==> config.mk <==
export PLATFORM = sky130hd
export DESIGN_NAME = dmux4way_rr_sched
export DESIGN_NICKNAME = d
export VERILOG_FILES = /design/src/rtl/dmux4way_rr_sched.sv
export SDC_FILE = /design/constraint.sdc
export NUM_CORES = 1
export LEC_CHECK = 0
export BUFFER_PORTS_ARGS = -buffer_cell sky130_fd_sc_hd__buf_2
export CAP_MARGIN = 10
export CORE_MARGIN = 5
export CORE_UTILIZATION = 40
export DETAILED_ROUTE_END_ITERATION = 8
export HOLD_SLACK_MARGIN = 0.03
export PLACE_DENSITY = 0.71
export SLEW_MARGIN = 20
export SYNTH_ARGS = -nofsm -noshare
export SYNTH_HDL_FRONTEND = slang
export SYNTH_SLANG_ARGS = --single-unit
==> constraint.sdc <==
create_clock -name clock -period 1.9 [get_ports clock]
set_clock_uncertainty 0.1 [all_clocks]
set_input_delay 0.095 -clock clock [delete_from_list [all_inputs] [get_ports clock]]
set_output_delay 0.095 -clock clock [all_outputs]
set_load 0.02 [all_outputs]
==> src/rtl/dmux4way_rr_sched.sv <==
// Single-slot holding register that broadcasts its payload to four channels in strict
// round-robin order. Optional per-channel enable mask via `DMUX4WAY_RR_SCHED_MASK_EN.
module dmux4way_rr_sched #(
  parameter int WIDTH = 16
) (
  input  logic             clock,
  input  logic             reset_n,
  input  logic [WIDTH-1:0] in_data,
  input  logic             in_valid,
  output logic             in_ready,
  output logic [WIDTH-1:0] out_data,
  output logic [3:0]       out_valid,
  input  logic [3:0]       out_ready,
  output logic [1:0]       select,
  output logic [7:0]       count
`ifdef DMUX4WAY_RR_SCHED_MASK_EN
  ,
  input  logic [3:0]       en_mask
`endif
);

  typedef enum logic {
    ST_EMPTY = 1'b0,
    ST_FULL  = 1'b1
  } state_t;

  state_t             state_q, state_d;
  logic [WIDTH-1:0]   data_q, data_d;
  logic [1:0]         sel_q, sel_d;
  logic [7:0]         cnt_q, cnt_d;
  logic [3:0]         valid_q, valid_d;

  logic [3:0]         en_s;
  logic               sel_en_s;
  logic               dn_hs_s;
  logic               up_hs_s;
  logic               in_ready_s;

`ifdef DMUX4WAY_RR_SCHED_MASK_EN
  assign en_s = en_mask;
`else
  assign en_s = 4'b1111;
`endif

  // First enabled channel strictly after cur, cyclically; cur itself if no other is enabled.
  function automatic logic [1:0] next_enabled(input logic [1:0] cur, input logic [3:0] en);
    logic [1:0] nxt;
    logic [1:0] cand;
    nxt = cur;
    for (int k = 3; k >= 1; k--) begin
      cand = cur + 2'(k);
      if (en[cand]) begin
        nxt = cand;
      end else begin
        nxt = nxt;
      end
    end
    return nxt;
  endfunction

  function automatic logic [3:0] onehot(input logic [1:0] idx);
    return 4'b0001 << idx;
  endfunction

  assign sel_en_s   = en_s[sel_q];
  assign dn_hs_s    = (state_q == ST_FULL) && sel_en_s && out_ready[sel_q];
  // in_ready passes the downstream handshake through so back-to-back transfers never bubble.
  assign in_ready_s = reset_n && ((state_q == ST_EMPTY) || dn_hs_s);
  assign up_hs_s    = in_valid && in_ready_s;

  // Next-state computation for holding register, pointer, counter and channel valid.
  always_comb begin
    state_d = state_q;
    data_d  = data_q;
    sel_d   = sel_q;
    cnt_d   = cnt_q;

    if (dn_hs_s) begin
      sel_d = next_enabled(sel_q, en_s);
      cnt_d = cnt_q + 8'd1;
    end else if ((state_q == ST_FULL) && !sel_en_s) begin
      sel_d = next_enabled(sel_q, en_s);
    end else begin
      sel_d = sel_q;
    end

    case (state_q)
      ST_EMPTY: begin
        if (up_hs_s) begin
          state_d = ST_FULL;
          data_d  = in_data;
        end else begin
          state_d = ST_EMPTY;
        end
      end
      ST_FULL: begin
        if (up_hs_s) begin
          state_d = ST_FULL;
          data_d  = in_data;
        end else if (dn_hs_s) begin
          state_d = ST_EMPTY;
        end else begin
          state_d = ST_FULL;
        end
      end
      default: begin
        state_d = ST_EMPTY;
      end
    endcase

    if (state_d == ST_FULL) begin
      valid_d = onehot(sel_d);
    end else begin
      valid_d = 4'b0000;
    end
  end

  // State registers with asynchronous clear; a held payload is simply dropped on reset.
  always_ff @(posedge clock or negedge reset_n) begin
    if (!reset_n) begin
      state_q <= ST_EMPTY;
      data_q  <= '0;
      sel_q   <= 2'b00;
      cnt_q   <= 8'h00;
      valid_q <= 4'b0000;
    end else begin
      state_q <= state_d;
      data_q  <= data_d;
      sel_q   <= sel_d;
      cnt_q   <= cnt_d;
      valid_q <= valid_d;
    end
  end

  assign in_ready  = in_ready_s;
  assign out_data  = data_q;
  assign out_valid = valid_q & en_s;
  assign select    = sel_q;
  assign count     = cnt_q;

endmodule

## Word level (Yosys, flattened, before mapping)

Cells that the tools add are included.

| word-level totals | value |
|---|---|
| register bits after elaboration | 31 |
| input port bits | 23 |
| output and inout port bits | 31 |
| word-level logic and storage cells | 43 |

| operators by class | value |
|---|---|
| $add $sub $neg | 4 |
| order comparisons | 4 |
| shifts and indexed selects | 1 |
| muxes and demuxes | 21 |
| bitwise gates (word level) | 1 |
| reduce and logical (&&, ||, !) cells | 7 |

Operators with widths:

| kind | number |
|---|---|
| $mux 16 | 1 |
| $lt 2x3->1 const B | 4 |
| $bmux 1 s2 | 5 |
| $mux 2 | 5 |
| $add 8x1->8 const B | 1 |
| $mux 1 | 8 |
| $logic_and 1x1->1 | 5 |
| $add 2x2->2 const B | 2 |
| $mux 4 | 1 |
| $shl 1x2->4 const A | 1 |
| $add 2x1->2 const B | 1 |
| $pmux 1 s2 | 1 |
| $logic_not 1->1 | 1 |
| $logic_or 1x1->1 | 1 |
| $not 1->1 | 1 |

## Longest topological paths before layout

Gate-level depths: netlist of run 1.

| logic depth | value |
|---|---|
| depth in word-level cells | 10 |
| depth in mapped cells | 5 |
| depth with buffers taken out | 4 |

## Worst setup path after synthesis of run 1

Ideal clock, no wire load.

| path | value |
|---|---|
| path type | flip-flop to flip-flop |
| start point | reg sel_q[0], in the netlist select[0] |
| end point | reg data_q[10], in the netlist out_data[10] |
| setup time | 125 ps |
| data arrival time | 1752 ps |
| data required time | 1675 ps |
| slack | -77 ps |
| cell stages (with the launch flop) | 5 |
| buffers on the path | 1 |
| period minus slack after synthesis | 1977 ps |
| path through | dfrtp_1 mux4_2 o21bai_4 buf_6 mux2_2 |

| on the way | value |
|---|---|
| longest elaborated chain between the ends | 7 |
| elaborated cells between the ends (all ways) | 9 |
| those cells by class | mux: 4; reduce/logical: 5 |

RTL lines:

| element | RTL line | source |
|---|---|---|
| start, declared | 29 | `logic [1:0] sel_q, sel_d;` |
| start signal, assigned | 129 | `sel_q <= sel_d;` |
| $bmux 1 s2 | 65 | `assign sel_en_s = en_s[sel_q];` |
| $mux 1 (not written as such) | 65 |  |
| $logic_and 1x1->1 | 66 | `assign dn_hs_s = (state_q == ST_FULL) && sel_en_s && out_ready[sel_q];` |
| $logic_and 1x1->1 * | 66 |  |
| $logic_or 1x1->1 * | 68 | `assign in_ready_s = reset_n && ((state_q == ST_EMPTY) \|\| dn_hs_s);` |
| $logic_and 1x1->1 * | 68 |  |
| $logic_and 1x1->1 * | 69 | `assign up_hs_s = in_valid && in_ready_s;` |
| end signal, assigned | 128 | `data_q <= data_d;` |
| end, declared | 28 | `logic [WIDTH-1:0] data_q, data_d;` |

Mark *: on every way between the ends. The rest lies on a longest branch, timed or not. The select of a mux whose other input is x is not followed.
A chain may end at the register's enable or synchronous reset.

## Final worst setup path of run 1

| path | value |
|---|---|
| start point | reg sel_q[0], in the netlist select[0] |
| end point | reg data_q[2], in the netlist out_data[2] |

The elaborated chain is that of the path after synthesis.

==> metrics.csv, run 1 <==
stage,metric,value,unit
outcome,status,"finished, violations left",
outcome,violations,setup timing,
grt,grt_pass1_wl,5410,um
floorplanning,rows,21,
route,ant_nets,0,
layout,fillers,275,
synthesis,yosysSeqAreaShare,57.0,%
grt,grt_max_degree,20,
power,p_leak,0.000944,uW
critical_path,crit_fanout,16,
power,power_density,1380,nW/um2
synthesis,synth-edff-count,0,
synthesis,ys_ff_latch,31,
sta,fin_crit,1.90,ns
route,drcViolationCount,0,
sta,timing_hold_violations_final,0,
sta,fin_crit_sh,100,%
route,wl_per_cell,14.3,um
flow_run,max_cap_violations,0,
floorplanning,dieArea,4670,um2
layout,final_cell_mix,"buf_2, dfrtp_1, dlygate4sd3_1",
min_path,worst_hold_path_type,in -> reg,
layout,syn2layout_area_growth,45.3,%
critical_path,critPathLaunchType,register,
critical_path,cp.required,2.00,ns
synthesis,synthArstFlopShare,100,%
placement,place_congestion,0.792,
grt,grt.total_usage,15.9,%
critical_path,cp.arrival,2.00,ns
grt,grt_pass1_vias,1169,
clock_tree,cts.clk_slew.worst_paths,0.09,ns
clock_tree,clock-sinks,31,
layout,fin_util,59.7,%
synthesis,syn_area,1360,um2
synthesis,synthCells,101,
clock_tree,cts_buffers,5,
synthesis,synth_fp_nets,125,
layout,layout_commonest_cell,buf_2,
clock_tree,tritoncts,done,
power,peakVddDrop,0.000775,V
synthesis,synth_cell_types,25,
sta,slew_headroom,79.2,%
layout,final_nets,208,
grt,antenna_found_initial,0,
floorplanning,die_x,68.3,um
placement,placed_cells,203,
sta,rsz0062_at_grt,yes,
placement,dp_hpwl,2320,um
sta,drv_slew,0,
clock_tree,root_buffer,clkbuf_4,
sta,setup_ws,-0.000403,ns
route,via_per_inst,5.00,
layout,final_cell_count_no_fill,230,
synthesis,yosysWarnings,0,
floorplanning,dieHeight,68.3,um
floorplanning,design.core.area,3310,um2
layout,diodes,0,
critical_path,end_kind,register,
sta,fmax,526,MHz
layout,drive_gt1_share,47.8,%
clock_tree,cts_max_level,2,
critical_path,crit_type,reg -> reg,
route,first_pass_iters,4,
clock_tree,cts_buffer_depth,2,
floorplanning,start_util,41.1,%
clock_tree,insertion_delay,0.32,ns
route,dr.first_iter.drc_count,36,
grt,grt-ovfl-total,0,
sta,tightest_slew,0.309,ns
synthesis,syn_avg_cell_area,13.5,um2
route,wl,3300,um
synthesis,yosys_most_used_dff,dfrtp_1,
placement,io_buffer_count,53,
sta,setup_violations,1,
floorplanning,ioPinCount,54,
route,vias,1150,
[area by class of cell]
| cell class | instances | area (um2) | share of cell area [%] |
|---|---|---|---|
| clock buffers | 7 | 45.0 | 2.28 |
| flip-flops and latches | 31 | 777 | 39.3 |
| repair buffers | 81 | 547 | 27.7 |
| inverters | 2 | 7.51 | 0.380 |
| multi-input cells | 63 | 542 | 27.4 |
| well taps | 46 | 57.6 | 2.91 |
[worst max-delay path, cell delays in order (launching register included)]
cell and delay, ns:
dfrtp_2 0.39, mux4_2 0.53, buf_6 0.14, o21bai_4 0.12, buf_12 0.16, mux2_2 0.34
[sequential cells by signal, summed over array words and instances, names as in the netlist]
register   count
out_data      16
count          8
out_valid      4
select         2
state_q        1
[routing by layer]
metal	track usage, %	part of all wire [%]	up-vias
met2	27.7	49	51
li1	-	-	534
met3	5.42	8.3	8
met5	0	0	-
met1	17.2	41	557
met4	7.20	1.8	0
[where the power goes]
group          switching (uW)  internal [uW]  total [uW]
sequential                172            899        1070
clock                     202            139         341
combinational             721            599        1320
[kinds of logic (layout without fill, tap and decap cells)]
family,after synthesis,in the layout,share of synthesized area (%)
AO/OA/AOI/OAI,11,11,6.35
multiplexers,18,18,15.7
flip-flops,31,31,57.0
XOR/XNOR,9,9,5.80
adder cells (fa/ha/maj),1,1,0.920
AND/OR/NAND/NOR,24,24,11.0
buffers and inverters,7,90,3.13
[cells in the mapped netlist (all sizes together), types with 3 or more instances]
master	number	area, um2
buf	3	27.5
dfrtp	31	776
mux2	17	191
nand2	3	11.3
nand3	6	30.0
nand4	3	18.8
o21ai	3	15.0
xnor2	9	78.8
[timing repair]
action / CTS / global route
endpoints found under the setup margin: 1 / 17
buffers inserted: 1 / 1
resized for setup: 1 / 3
hold endpoints to repair: 48 / 0
hold buffers: 18 / 0
[through the flow]
stage	cell area, um2	setup WS (ns)	setup TNS [ns]	hold slack [ns]	total power, uW
after floorplan	1360	-0.0114	-0.114	-0.301	1880
after global placement	1720	0.144	0	-0.0101	2270
after detailed placement	1720	0.114	0	0.00523	2320
after CTS	1960	-0.0208	-0.162	0.0485	2730
after global routing	1980	-0.0852	-1.28	0.0631	2920
final	1980	-0.000403	-0.000403	0.0710	2730
[path summary, 6_finish.rpt]
| path | to | start | cells after the start | slack, ns |
|---|---|---|---|---|
| worst min register to register | count[7] | count[7] | 1 | 0.38 |
| worst min-delay path | out_valid[0] | out_ready[0] | 3 | 0.07 |
| worst max-delay path | out_data[2] | select[0] | 5 | -0.0004 |
| worst max register to register | out_data[2] | select[0] | 5 | -0.0004 |
| max in group asynchronous | select[0] | reset_n | 3 | 1.29 |
| min in group asynchronous | out_data[11] | reset_n | 3 | 0.20 |
(Power assumes the default switching activity.)
==> run 2: changes to the inputs <==
--- a/config.mk
+++ b/config.mk
@@ -11,7 +11,7 @@
 export CORE_UTILIZATION = 40
 export DETAILED_ROUTE_END_ITERATION = 8
 export HOLD_SLACK_MARGIN = 0.03
-export PLACE_DENSITY = 0.71
+export PLACE_DENSITY = 0.68
 export SLEW_MARGIN = 20
 export SYNTH_ARGS = -nofsm -noshare
 export SYNTH_HDL_FRONTEND = slang
==> constraint.sdc (replaced) <==
create_clock -name clock -period 2 [get_ports clock]
set_clock_uncertainty 0.1 [all_clocks]
set_input_delay 0.1 -clock clock [delete_from_list [all_inputs] [get_ports clock]]
set_output_delay 0.1 -clock clock [all_outputs]
set_load 0.02 [all_outputs]
==> metrics.csv, run 2 (synthesized netlist as in run 1, its figures left out) <==
stage,metric,value,unit,change
outcome,status,completed,,"was finished, violations left"
sta,drv_slew,0,,unchanged
sta,timing_hold_violations_final,0,,unchanged
floorplanning,die_x,68.3,um,unchanged
floorplanning,rows,21,,unchanged
layout,final_nets,204,,was 208
route,wl_per_cell,13.8,um,was 14.3 um
layout,fillers,290,,was 275
placement,placed_cells,202,,was 203
critical_path,end_kind,register,,unchanged
route,dr.first_iter.drc_count,21,,was 36
layout,final_cell_count_no_fill,226,,was 230
sta,fin_crit_sh,95.5,%,was 100%
route,vias,1086,,was 1150
layout,final_cell_mix,"buf_2, dfrtp_1, dlygate4sd3_1",,unchanged
flow_run,max_cap_violations,0,,unchanged
clock_tree,clock-sinks,31,,unchanged
min_path,worst_hold_path_type,in -> reg,,unchanged
grt,grt_pass1_vias,1070,,was 1169
route,wl_met2,1450,um,was 1620 um
sta,setup_violations,0,,was 1
grt,grt_max_degree,19,,was 20
clock_tree,insertion_delay,0.32,ns,about the same
layout,syn2layout_area_growth,42.8,%,was 45.3%
sta,slew_headroom,82.8,%,was 79.2%
clock_tree,cts_max_level,2,,unchanged
sta,tightest_slew,0.256,ns,was 0.309 ns
sta,tns,0,ns,was -0.000403 ns
grt,grt-ovfl-total,0,,unchanged
sta,fmax,524,MHz,was 526 MHz
route,wl,3130,um,was 3300 um
route,wl_met1,1330,um,was 1340 um
critical_path,cp.required,2.11,ns,was 2.00 ns
sta,rsz0062_at_grt,no,,was yes
route,dr_wl_met3,292,um,was 275 um
floorplanning,dieHeight,68.3,um,unchanged
route,drcViolationCount,0,,unchanged
layout,diodes,0,,unchanged
placement,dp_hpwl,2190,um,was 2320 um
sta,fin_crit,1.91,ns,was 1.90 ns
layout,fin_util,58.7,%,was 59.7%
power,peakVddDrop,0.000760,V,was 0.000775 V
layout,layout_commonest_cell,buf_2,,unchanged
route,ant_nets,0,,unchanged
power,power_density,1310,nW/um2,was 1380 nW/um2
placement,place_congestion,0.819,,was 0.792
layout,drive_gt1_share,47.2,%,was 47.8%
critical_path,crit_type,reg -> reg,,unchanged
critical_path,cp.arrival,2.02,ns,was 2.00 ns
floorplanning,dieArea,4670,um2,unchanged
layout,largest_reg_flops,16,,unchanged
layout,final_area,1940,um2,was 1980 um2
grt,antenna_found_initial,0,,unchanged
layout,multi_input_area,542,um2,unchanged
placement,io_buffer_count,53,,unchanged
clock_tree,cts_buffers,5,,unchanged
layout,seqCellArea,776,um2,was 777 um2
floorplanning,start_util,41.1,%,unchanged
critical_path,critPathLaunchType,register,,unchanged
grt,grt_pass1_wl,4800,um,was 5410 um
placement,place_area,1710,um2,was 1720 um2
route,top_layer_used,met4,,unchanged
route,via_per_inst,4.81,,was 5.00
power,p_leak,0.000931,uW,was 0.000944 uW
clock_tree,cts.clk_slew.worst_paths,0.09,ns,about the same
floorplanning,ioPinCount,54,,unchanged
route,first_pass_iters,4,,unchanged
clock_tree,tritoncts,done,,unchanged
clock_tree,cts_resized,0,,was 1
clock_tree,cts_buffer_depth,2,,unchanged
floorplanning,design.core.area,3310,um2,unchanged
sta,hold_ws,0.0798,ns,was 0.0710 ns
clock_tree,root_buffer,clkbuf_4,,unchanged
grt,grt.total_usage,14.4,%,was 15.9%
critical_path,crit_fanout,16,,unchanged
run 2: changes by cell type in the layout (fill, tap and decap cells not counted):
cell	before	now
buf_4	7	5
buf_6	3	0
dfrtp_1	30	31
clkbuf_8	0	1
buf_2	52	53
clkbuf_1	2	0
dfrtp_2	1	0
clkinv_2	0	1
run 2: cell type report:
cell class	count	area share [%]
timing repair buffer	77	25.9
sequential	31	39.9
clock buffer	6	2.64
tap	46	2.96
inverter	2	0.387
clock inverter	1	0.258
multi-input combinational	63	27.9
run 2: final timing paths:
path,start,endpoint,slack (ns),depth (start not counted)
hold reg to reg,count[7],count[7],0.39,1
hold / removal,out_ready[0],out_valid[0],0.08,3
max in group asynchronous,reset_n,count[4],1.38,3
setup reg to reg,select[0],out_data[9],0.09,4
min in group asynchronous,reset_n,out_data[0],0.23,3
setup / recovery,select[0],out_data[9],0.09,4
run 2: metal layers:
metal,global-route usage (%),up-vias
met5,0,-
met4,6.70,0
met3,5.91,6
met2,23.8,50
met1,16.0,508
li1,-,522
run 2: power by group:
group | internal (uW) | switching, uW | total, uW
sequential | 852 | 162 | 1010
combinational | 501 | 652 | 1150
clock | 163 | 206 | 368
total | 1520 | 1020 | 2530
run 2: worst max-delay path, stage by stage, from the launching register on:
cell      delay [ns]
dfrtp_1         0.38
mux4_2          0.64
o21bai_4        0.18
buf_12          0.16
mux2_2          0.34
run 2: repair_timing:
| item | in CTS | in global routing |
|---|---|---|
| hold buffers | 18 | 0 |
| endpoints found under the hold margin | 48 | 0 |
| setup buffers | 0 | 0 |
| endpoints found under the setup margin | 0 | 1 |
run 2: per-stage QoR:
step           total power [uW]  setup WS, ns
4_1_cts                    2580        0.0266
2_1_floorplan              1780        0.0233
3_3_place_gp               2140         0.236
3_5_place_dp               2180         0.194
6_report                   2530        0.0901
5_1_grt                    2700        0.0280
==> run 3: changes to the inputs <==
==> constraint.sdc (replaced) <==
create_clock -name clock -period 2 [get_ports clock]
set_clock_uncertainty 0.1 [all_clocks]
set_input_delay 0.2 -clock clock [delete_from_list [all_inputs] [get_ports clock]]
set_output_delay 0.2 -clock clock [all_outputs]
set_load 0.02 [all_outputs]
==> metrics.csv, run 3 (synthesized netlist as in run 1, its figures left out) <==
stage,metric,value,unit,change
outcome,status,completed,,unchanged
critical_path,cp_slowest_cell,mux4_2,,unchanged
sta,fmax,524,MHz,about the same
floorplanning,start_util,41.1,%,unchanged
sta,timing_hold_violations_final,0,,unchanged
route,vias,1086,,unchanged
floorplanning,ioPinCount,54,,unchanged
floorplanning,dieHeight,68.3,um,unchanged
layout,fin_util,59.9,%,was 58.7%
clock_tree,root_buffer,clkbuf_4,,unchanged
sta,fin_crit_sh,95.4,%,was 95.5%
grt,grt.total_usage,15.5,%,was 14.4%
critical_path,crit_chain,mux4_2 > buf_4 > o21bai_4 > buf_12 > mux2_2,,was mux4_2 > o21bai_4 > buf_12 > mux2_2
grt,antenna_found_initial,0,,unchanged
critical_path,critPathTopFamily,multiplexers,,unchanged
critical_path,cp_num_cells,5,,was 4
flow_run,max_cap_violations,0,,unchanged
grt,grt_pass1_wl,5220,um,was 4800 um
floorplanning,die_x,68.3,um,unchanged
floorplanning,design.core.area,3310,um2,unchanged
critical_path,r2r_slack,0.09,ns,about the same
placement,place_congestion,0.802,,was 0.819
layout,drive_gt1_share,48.4,%,was 47.2%
sta,slew_headroom,82.3,%,was 82.8%
route,wl_per_cell,14.3,um,was 13.8 um
layout,layout_commonest_cell,buf_2,,unchanged
critical_path,cp-endpoint,out_data[11],,was out_data[9]
layout,largest_reg_flops,16,,unchanged
sta,tightest_slew,0.265,ns,was 0.256 ns
clock_tree,tritoncts,done,,unchanged
critical_path,critPathLaunchType,register,,unchanged
critical_path,cp_slowest_stage_delay,0.53,ns,was 0.64 ns
placement,dp_hpwl,2200,um,was 2190 um
critical_path,crit_fanout,16,,unchanged
critical_path,cp.required,2.12,ns,was 2.11 ns
grt,grt_pass1_vias,1162,,was 1070
sta,drv_slew,0,,unchanged
critical_path,rr_worst_depth,5,,was 4
sta,fin_crit,1.91,ns,about the same
sta,rsz0062_at_grt,no,,unchanged
route,wl,3260,um,was 3130 um
min_path,worst_hold_path_type,in -> reg,,unchanged
grt,grt_max_degree,23,,was 19
route,via_per_inst,4.76,,was 4.81
route,first_pass_iters,4,,unchanged
layout,final_cell_mix,"buf_2, dfrtp_1, mux2_2, dlygate4sd3_1, xnor2_1",,"was buf_2, dfrtp_1, dlygate4sd3_1"
clock_tree,insertion_delay,0.33,ns,was 0.32 ns
sta,setup_violations,0,,unchanged
clock_tree,cts_buffers,5,,unchanged
critical_path,timing.critical_path.buf_inv,2,,was 1
critical_path,reg2reg_from,select[0],,unchanged
route,ant_nets,0,,unchanged
critical_path,crit_start,select[0],,unchanged
floorplanning,rows,21,,unchanged
power,peakVddDrop,0.000625,V,was 0.000760 V
layout,syn2layout_area_growth,45.8,%,was 42.8%
clock_tree,cts_buffer_depth,2,,unchanged
clock_tree,cts_max_level,2,,unchanged
critical_path,end_kind,register,,unchanged
clock_tree,cts.clk_slew.worst_paths,0.09,ns,about the same
critical_path,cp.arrival,2.02,ns,about the same
route,drcViolationCount,0,,unchanged
power,p_leak,0.000952,uW,was 0.000931 uW
placement,io_buffer_count,53,,unchanged
critical_path,rr_endpoint,out_data[11],,was out_data[9]
clock_tree,clock-sinks,31,,unchanged
power,power_density,1370,nW/um2,was 1310 nW/um2
sta,tns,0,ns,unchanged
layout,diodes,0,,unchanged
floorplanning,dieArea,4670,um2,unchanged
grt,grt-ovfl-total,0,,unchanged
layout,final_nets,205,,was 204
critical_path,crit_type,reg -> reg,,unchanged
route,dr.first_iter.drc_count,23,,was 21
## run 3: power by group
group          internal (uW)  switching (uW)
sequential               851             164
clock                    295             218
combinational            532             664
total                   1680            1050
## run 3: worst min-delay path by stage
stage	depth (start not counted)	end	startpoint
after floorplan	0	count[0]	reset_n
after global placement	2	out_data[15]	reset_n
after detailed placement	2	out_data[0]	reset_n
after CTS	3	state_q	in_valid
after global routing	3	state_q	in_valid
final	3	state_q	in_valid
## run 3: repair_timing
| item | 4_1_cts | 5_1_grt |
|---|---|---|
| buffers inserted | 2 | 0 |
| hold endpoints to repair | 47 | 0 |
| hold buffers | 17 | 0 |
| setup endpoints to repair | 1 | 1 |
| gates resized for setup | 1 | 2 |
## run 3: per-layer routing
metal  wire (um)  vias to the layer above  global-route usage, %
met1        1330                      507                   17.0
li1            -                      525                      -
met4          44                        0                   8.19
met2        1570                       49                   26.6
met3         318                        5                   4.60
met5           0                        -                      0
## run 3: area by class of cell
class                      count  area (um2)
fill                         282        1330
inverter                       2        7.51
tap                           46        57.6
timing repair buffer          78         514
multi-input combinational     63         542
sequential                    31         776
clock inverter                 2        35.0
clock buffer                   6        51.3
## run 3: metrics by stage
stage | cells | hold WS, ns | area [um2] | worst slack (ns) | total power [uW]
2_1_floorplan | 101 | -0.196 | 1360 | 0.0233 | 1780
3_3_place_gp | 202 | 0.0799 | 1710 | 0.234 | 2140
3_5_place_dp | 202 | 0.0863 | 1710 | 0.206 | 2180
4_1_cts | 229 | 0.0817 | 1990 | 0.00885 | 2770
5_1_grt | 228 | 0.111 | 1980 | 0.0435 | 2900
6_report | 228 | 0.0987 | 1980 | 0.0920 | 2730
## run 3: worst min-delay path, stage by stage
cell and delay (ns):
buf_2 0.12, nand2_1 0.09, o21ai_0 0.08
